<file path="src/rtl/div_unit.sv">
// Iterative 32-bit signed/unsigned divider: one radix-2 restoring step per cycle,
// with a fixed-latency zero-divisor path and pipeline annul/stall handshake.
module div_unit (
    input  logic        clk,
    input  logic        resetn,
    input  logic        div_start,
    input  logic        div_signed,
    input  logic [31:0] x,
    input  logic [31:0] y,
    input  logic        annul,
    output logic [63:0] result,
    output logic        div_ready,
    output logic        div_stall
);

    localparam logic [1:0] S_IDLE    = 2'd0;
    localparam logic [1:0] S_RUN     = 2'd1;
    localparam logic [1:0] S_DIVZERO = 2'd2;
    localparam logic [1:0] S_DONE    = 2'd3;

    logic [1:0]  state_q, state_d;
    logic [5:0]  cnt_q, cnt_d;
    logic [63:0] acc_q, acc_d;
    logic [31:0] dvsr_q, dvsr_d;
    logic [31:0] xraw_q, xraw_d;
    logic        negq_q, negq_d;
    logic        negr_q, negr_d;
    logic [63:0] result_q, result_d;

    logic [31:0] x_mag, y_mag;
    logic [33:0] diff;
    logic [63:0] acc_step;
    logic [31:0] quo_fix, rem_fix;

    // Negating 0x80000000 yields itself, which is the correct unsigned magnitude.
    assign x_mag = (div_signed && x[31]) ? (32'd0 - x) : x;
    assign y_mag = (div_signed && y[31]) ? (32'd0 - y) : y;

    // acc holds {partial remainder, dividend/quotient}; the shifted-out top bit is
    // kept so the trial subtraction is 33 bits wide.
    assign diff     = {1'b0, acc_q[63:31]} - {2'b00, dvsr_q};
    assign acc_step = diff[33] ? {acc_q[62:0], 1'b0}
                               : {diff[31:0], acc_q[30:0], 1'b1};

    assign quo_fix = negq_q ? (32'd0 - acc_q[31:0])  : acc_q[31:0];
    assign rem_fix = negr_q ? (32'd0 - acc_q[63:32]) : acc_q[63:32];

    always_comb begin
        state_d  = state_q;
        cnt_d    = cnt_q;
        acc_d    = acc_q;
        dvsr_d   = dvsr_q;
        xraw_d   = xraw_q;
        negq_d   = negq_q;
        negr_d   = negr_q;
        result_d = result_q;
        case (state_q)
            S_IDLE: begin
                if (div_start && !annul) begin
                    acc_d   = {32'd0, x_mag};
                    dvsr_d  = y_mag;
                    xraw_d  = x;
                    negq_d  = div_signed && (x[31] ^ y[31]);
                    negr_d  = div_signed && x[31];
                    cnt_d   = '0;
                    state_d = (y == 32'd0) ? S_DIVZERO : S_RUN;
                end
            end
            S_RUN: begin
                // Counts 0..31 each perform a step; the cycle at count 32 registers
                // the sign-fixed result, giving the 33-cycle RUN dwell.
                if (cnt_q == 6'd32) begin
                    result_d = {rem_fix, quo_fix};
                    state_d  = S_DONE;
                end else begin
                    acc_d = acc_step;
                    cnt_d = cnt_q + 6'd1;
                end
            end
            S_DIVZERO: begin
                if (cnt_q == 6'd1) begin
                    result_d = {xraw_q, 32'hFFFF_FFFF};
                    state_d  = S_DONE;
                end else begin
                    cnt_d = cnt_q + 6'd1;
                end
            end
            default: state_d = S_IDLE;
        endcase
        if (annul) begin
            state_d  = S_IDLE;
            result_d = result_q;
        end
    end

    always_ff @(posedge clk) begin
        if (!resetn) begin
            state_q  <= S_IDLE;
            cnt_q    <= '0;
            acc_q    <= '0;
            dvsr_q   <= '0;
            xraw_q   <= '0;
            negq_q   <= 1'b0;
            negr_q   <= 1'b0;
            result_q <= '0;
        end else begin
            state_q  <= state_d;
            cnt_q    <= cnt_d;
            acc_q    <= acc_d;
            dvsr_q   <= dvsr_d;
            xraw_q   <= xraw_d;
            negq_q   <= negq_d;
            negr_q   <= negr_d;
            result_q <= result_d;
        end
    end

    assign result    = result_q;
    assign div_ready = (state_q == S_DONE);
    assign div_stall = (resetn && state_q == S_IDLE && div_start && !annul)
                     || (state_q == S_RUN) || (state_q == S_DIVZERO);

endmodule

</file>
<file path="config.mk">
export PLATFORM = sky130hd
export DESIGN_NAME = div_unit
export DESIGN_NICKNAME = d
export VERILOG_FILES = /design/src/rtl/div_unit.sv
export SDC_FILE = /design/constraint.sdc
export NUM_CORES = 1
export LEC_CHECK = 0
export ABC_CLOCK_PERIOD_IN_PS = 3500
export BUFFER_PORTS_ARGS = -buffer_cell sky130_fd_sc_hd__buf_2
export CAP_MARGIN = 20
export CORE_MARGIN = 2
export CORE_UTILIZATION = 35
export DETAILED_ROUTE_END_ITERATION = 6
export MAX_ROUTING_LAYER = met4
export PLACE_DENSITY_LB_ADDON = 0.05
export SYNTH_ARGS = -nofsm -noshare
export SYNTH_HDL_FRONTEND = slang
export SYNTH_SLANG_ARGS = --single-unit
</file>
<file path="constraint.sdc">
create_clock -name clk -period 3.5 [get_ports clk]
set_input_delay 0.7 -clock clk [delete_from_list [all_inputs] [get_ports clk]]
set_output_delay 0.7 -clock clk [all_outputs]
set_load 0.05 [all_outputs]
</file>
Word level (Yosys, flattened, before mapping)
Index checks and enable logic that the tools add are counted.

storage, ports and cells
  bits of input ports = 69
  RAM bits = 0
  word-level logic and storage cells = 68
  latch bits = 0
  ROM bits = 0
  output and inout port bits = 66
  memories kept = 0
  flip-flop bits (word level) = 202

operators by class
  $mul = 0
  bitwise operators = 3
  equal/unequal tests = 10
  div/mod/pow operators = 0
  shift-type cells = 0
  $add $sub $neg = 6
  muxes and demuxes = 20
  magnitude comparators = 0
  reductions and logical operators = 21

operators with widths
  operator                                                             number
  64-bit two-way mux                                                   5
  64-bit one-hot mux with 2 select lines                               2
  32-bit two-way mux                                                   4
  1-bit by 32-bit subtractor with 32-bit output, first input constant  4
  33-bit by 32-bit subtractor with 34-bit output                       1
  32-bit zero test                                                     1
  6-bit two-way mux                                                    3
  6-bit one-hot mux with 3 select lines                                1
  2-bit inequality test, second input constant                         5
  2-bit two-way mux                                                    4
  4-bit AND reduction                                                  2
  1-bit logical AND                                                    7
  6-bit by 1-bit adder with 6-bit output, second input constant        1
  6-bit by 1-bit == test with 1-bit output, second input constant      1
  6-bit == test, second input constant                                 1
  2-bit one-hot mux with 3 select lines                                1
  3-bit AND reduction                                                  2
  2-bit == test, second input constant                                 2
  2-bit nonzero test                                                   2
  3-bit nonzero test                                                   1
  2-bit by 1-bit == test with 1-bit output, second input constant      1
  2-bit zero test                                                      1
  1-bit logical OR                                                     2
  1-bit inverter                                                       2
  other kinds (4)                                                      4

Logic depth before layout (Yosys ltp)
  depth after elaboration = 6
  mapped depth = 14
  mapped depth without buffers = 13

Least setup slack after synthesis
Ideal clock, no wire load.

  kind = register -> register
  start point = register acc_q[31]
  end point = register acc_q[56]
  required time = 3.372 ns
  library setup time = 0.128 ns
  buffers on the path = 0
  slack = 0.378 ns
  period minus slack after synthesis = 3.122 ns
  cell stages (with the launch flop) = 14
  arrival = 2.993 ns
  cell sequence = dfxtp_1 inv_1 ha_1 inv_1 fa_1 a21o_1 a221oi_2 o21ai_0 or4_1 a311oi_1 o21bai_1 a21oi_1 xor2_1 o21ai_0

on the way
  word-level cells in the longest chain between the ends = 4

ends and longest elaborated chain
  item                                            line  text
  start, declared                                 23    logic [63:0] acc_q, acc_d;
  start signal, assigned                          100   acc_q <= '0;
  start signal, assigned                          109   acc_q <= acc_d;
  33-bit by 32-bit subtractor with 34-bit output  41    assign diff = {1'b0, acc_q[63:31]} - {2'b00, dvsr_q};
  64-bit two-way mux                              42    assign acc_step = diff[33] ? {acc_q[62:0], 1'b0}
  64-bit two-way mux                              72    if (cnt_q == 6'd32) begin
  64-bit one-hot mux with 2 select lines          57    case (state_q)

No other way between the ends. The select of a mux whose other input is x is not followed.
A chain may end at the register's enable or synchronous reset.

Worst setup path after layout
  start point = register acc_q[31]
  end point = register acc_q[60]

Same word-level chain as after synthesis.

==> summary.md <==
| Metric | Value |
|---|---|
| Largest net degree at the start of global routing | 113 |
| Number of global-route vias before repair | 10700 |
| Minimum clock period | 3.18 ns |
| Critical-path maximum fanout | 4 |
| CORE AREA | 35300 µm² |
| Setup violations, final | 0 |
| Overflow after GRT | 0 |
| Worst hold path class | flip-flop to flip-flop |
| Post-synthesis cell type count | 72 |
| Routing usage on met2 | 0.356 |
| Global placer's final weighted congestion | 0.900 |
| Worst-Margin Slew | 0.814 ns |
| Cts bufs inserted | 26 |
| Yosys reg bits | 202 |
| Clock Latency Late Sink | 0.54 ns |
| Cell Chain, Critical Path | inv_1 > ha_1 > inv_1 > fa_1 > a21o_1 > a221oi_2 > o21ai_0 > or4_1 > buf_4 > a31oi_1 > or4_1 > a21oi_1 > xnor2_1 > o21ai_0 |
| Status | finished, final reports clean |
| Post-synth EDFFs | 0 |
| GR Util met1 | 0.288 |
| Met3 GRT Util | 0.0260 |
| First-pass GRT wire length | 61.5 mm |
| Ports | 135 |
| Mapped cell area | 12500 µm² |
| Initial antenna violation count | 2 |
| Final hold vios | 0 |
| Routed vias | 11400 |
| Clock Sinks | 202 |
| Clk buf depth | 3 |
| R2R setup slack | 0.32 ns |
| Worst Setup Start Kind | flip-flop |
| Syn Nets | 1704 |
| Routed Antenna Nets | 0 |
| Synthesized area per cell | 7.83 µm² |
| CP Data Required Time | 3.90 ns |
| Pwr Total | 6170 µW |
| Vert. Die Dim | 193 µm |
| P per Cell Area | 425 nW/µm² |
| Final wirelength | 39.5 mm |
| Leak pwr | 0.00594 µW |
| Main synth FF type | dfxtp_1 |
| Share of layout cells above drive strength 1 | 0.151 |
| Max stage delay cell, worst path | or4_1 |
| FMAX | 314 MHz |
| Post-route setup TNS | 0 ns |
| Maximum VDD drop | 319 µV |
| 1st-pass router iterations | 6 |
| Post-synth top cells | 252 x nand2_1, 202 x dfxtp_1, 147 x o21ai_0 |
| Clk root buf | clkbuf_16 |
| Worst Skew | 0.0199 ns |
| CTS Hold Buffers Added | 0 |
| FP Rows | 69 |
| Sequential share of the synthesized area | 0.325 |
| # fillers | 3694 |
| Setup CP Type | flip-flop to flip-flop |
| Die width | 193 µm |
| GRT Total Usage | 0.218 |
| Synth top area share | 0.325 |
| Clock slew seen by the registers of the worst setup and hold paths | 0.06 ns |
| Ys Warns | 0 |
| DRT iter0 DRCs | 698 |
| Largest area contributor in the netlist | dfxtp_1 |
| Async set-or-reset flop fraction in the synthesized netlist | 0 |
| Most frequent cell after synthesis | nand2_1 |
| Vias/cell | 5.25 |
| Final Util | 0.410 |
| Worst slew margin | 0.443 |
| Nets | 1799 |
| Post-cts repair resize count | 0 |
| Cells after Synth | 1591 |
| PortBufs | 134 |
| Critical path's largest stage delay | 0.49 ns |
| Setup bufs post-CTS | 0 |
| Crit. End Element | flip-flop |
| Worst EP arrival | 3.58 ns |
| Initial Util | 0.353 |
| Ranking of synthesized cells by area | dfxtp_1 32%, nand2_1 7.6%, o21ai_0 5.9% |
| RSZ-0062 raised after global routing | false |
| Pins Over Slew Limit | 0 |
| Area grow syn2layout | 16.4% |
| Period utilization | 0.910 |
| MaxCap Viol Count | 0 |
| H-Tree Depth | 1 |
| GRT Max-Usage Layer | met2 |
| Avg WL per Cell | 18.2 µm |
| Die area | 37100 µm² |
| Drt drc | 0 |
| CTS tree | built |
| Hpwl dp | 29.7 mm |
==> flip-flops by register name, indices dropped and copies added, names as in the netlist <==
name     flops
xraw_q      32
result      64
state_q      2
dvsr_q      32
negq_q       1
cnt_q        6
negr_q       1
acc_q       64
==> cells in the final DEF, fill, tap and decap left out, types with 9 or more instances in the layout <==
cell | Yosys | final
dfxtp_1 | 202 | 202
and2_1 | 24 | 24
nor2_1 | 91 | 91
buf_2 | 3 | 133
nor3b_1 | 10 | 9
o41ai_1 | 13 | 13
o211a_1 | 22 | 22
xor2_1 | 71 | 71
a21oi_1 | 89 | 89
nand4_1 | 13 | 13
a32oi_1 | 12 | 12
xnor2_1 | 76 | 76
a21boi_0 | 62 | 62
o221a_2 | 14 | 14
or3_1 | 12 | 12
nand2_1 | 252 | 252
mux2i_1 | 26 | 26
inv_1 | 58 | 58
buf_4 | 1 | 36
or4_1 | 13 | 13
ha_1 | 43 | 42
clkbuf_16 | 0 | 26
o21ai_0 | 147 | 147
nor3_1 | 33 | 33
nand3_1 | 46 | 46
o31ai_1 | 30 | 30
==> report_power, final <==
part | internal (µW) | switching (µW) | leakage [µW] | total [µW]
registers | 2400 | 84.1 | 0.00164 | 2480
logic | 393 | 668 | 0.00389 | 1060
clock network | 1570 | 1050 | 0.000410 | 2620
total | 4360 | 1800 | 0.00594 | 6170
==> per-stage QoR <==
step	hold slack (ns)	std cells	setup WS (ns)	cell area, µm²
after global routing	0.459	2168	0.0717	14500
final	0.457	2170	0.315	14500
after detailed placement	0.455	2119	0.157	13600
after global placement	0.452	2118	0.158	13600
after floorplan	0.441	1591	0.378	12500
after CTS	0.444	2166	0.315	14500
==> final timing paths <==
kind,from,end,depth (start not counted)
worst max register to register,acc_q[31]$_SDFFE_PN0P_,acc_q[60]$_SDFFE_PN0P_,14
worst min-delay path,result[58]$_SDFFE_PN0P_,result[58]$_SDFFE_PN0P_,2
worst min register to register,result[58]$_SDFFE_PN0P_,result[58]$_SDFFE_PN0P_,2
worst max-delay path,acc_q[31]$_SDFFE_PN0P_,acc_q[60]$_SDFFE_PN0P_,14
==> cell type report <==
| cell class | instances | area [µm²] | area share |
|---|---|---|---|
| diodes | 4 | 10.0 | 0.000691 |
| repair buffers | 173 | 1020 | 0.0706 |
| multi-input cells | 1225 | 7780 | 0.537 |
| flip-flops and latches | 202 | 4040 | 0.279 |
| inverters | 58 | 218 | 0.0150 |
| well taps | 461 | 577 | 0.0398 |
| clock buffers | 40 | 763 | 0.0527 |
| clock inverters | 7 | 73.8 | 0.00509 |
==> logic make-up (layout without fill, tap and decap cells) <==
group	Yosys count	after routing	share of synthesized area
DFF	202	202	0.325
buffers and inverters	164	278	0.0506
adders and majority gates	44	44	0.0448
muxes	26	26	0.0209
other	0	4	0
AOI/OAI and AO/OA	459	459	0.247
xor gates and xnor gates	147	147	0.103
and+or+nand+nor	549	549	0.209
==> worst max-delay path: cells and delay by family (launching register included) <==
family,cells,cell delay [ns]
fa+ha+maj,2,0.55
simple gates,2,0.68
compound gates,6,1.04
flops,1,0.33
buf+inv,3,0.31
xor+xnor,1,0.14
==> metal layers <==
layer,wire length (µm),vias up
met5,0,-
met3,1480,50
li1,-,5829
met2,18400,210
met1,18700,5302
met4,869,0
No activity file was read; power rests on OpenSTA's default activity.
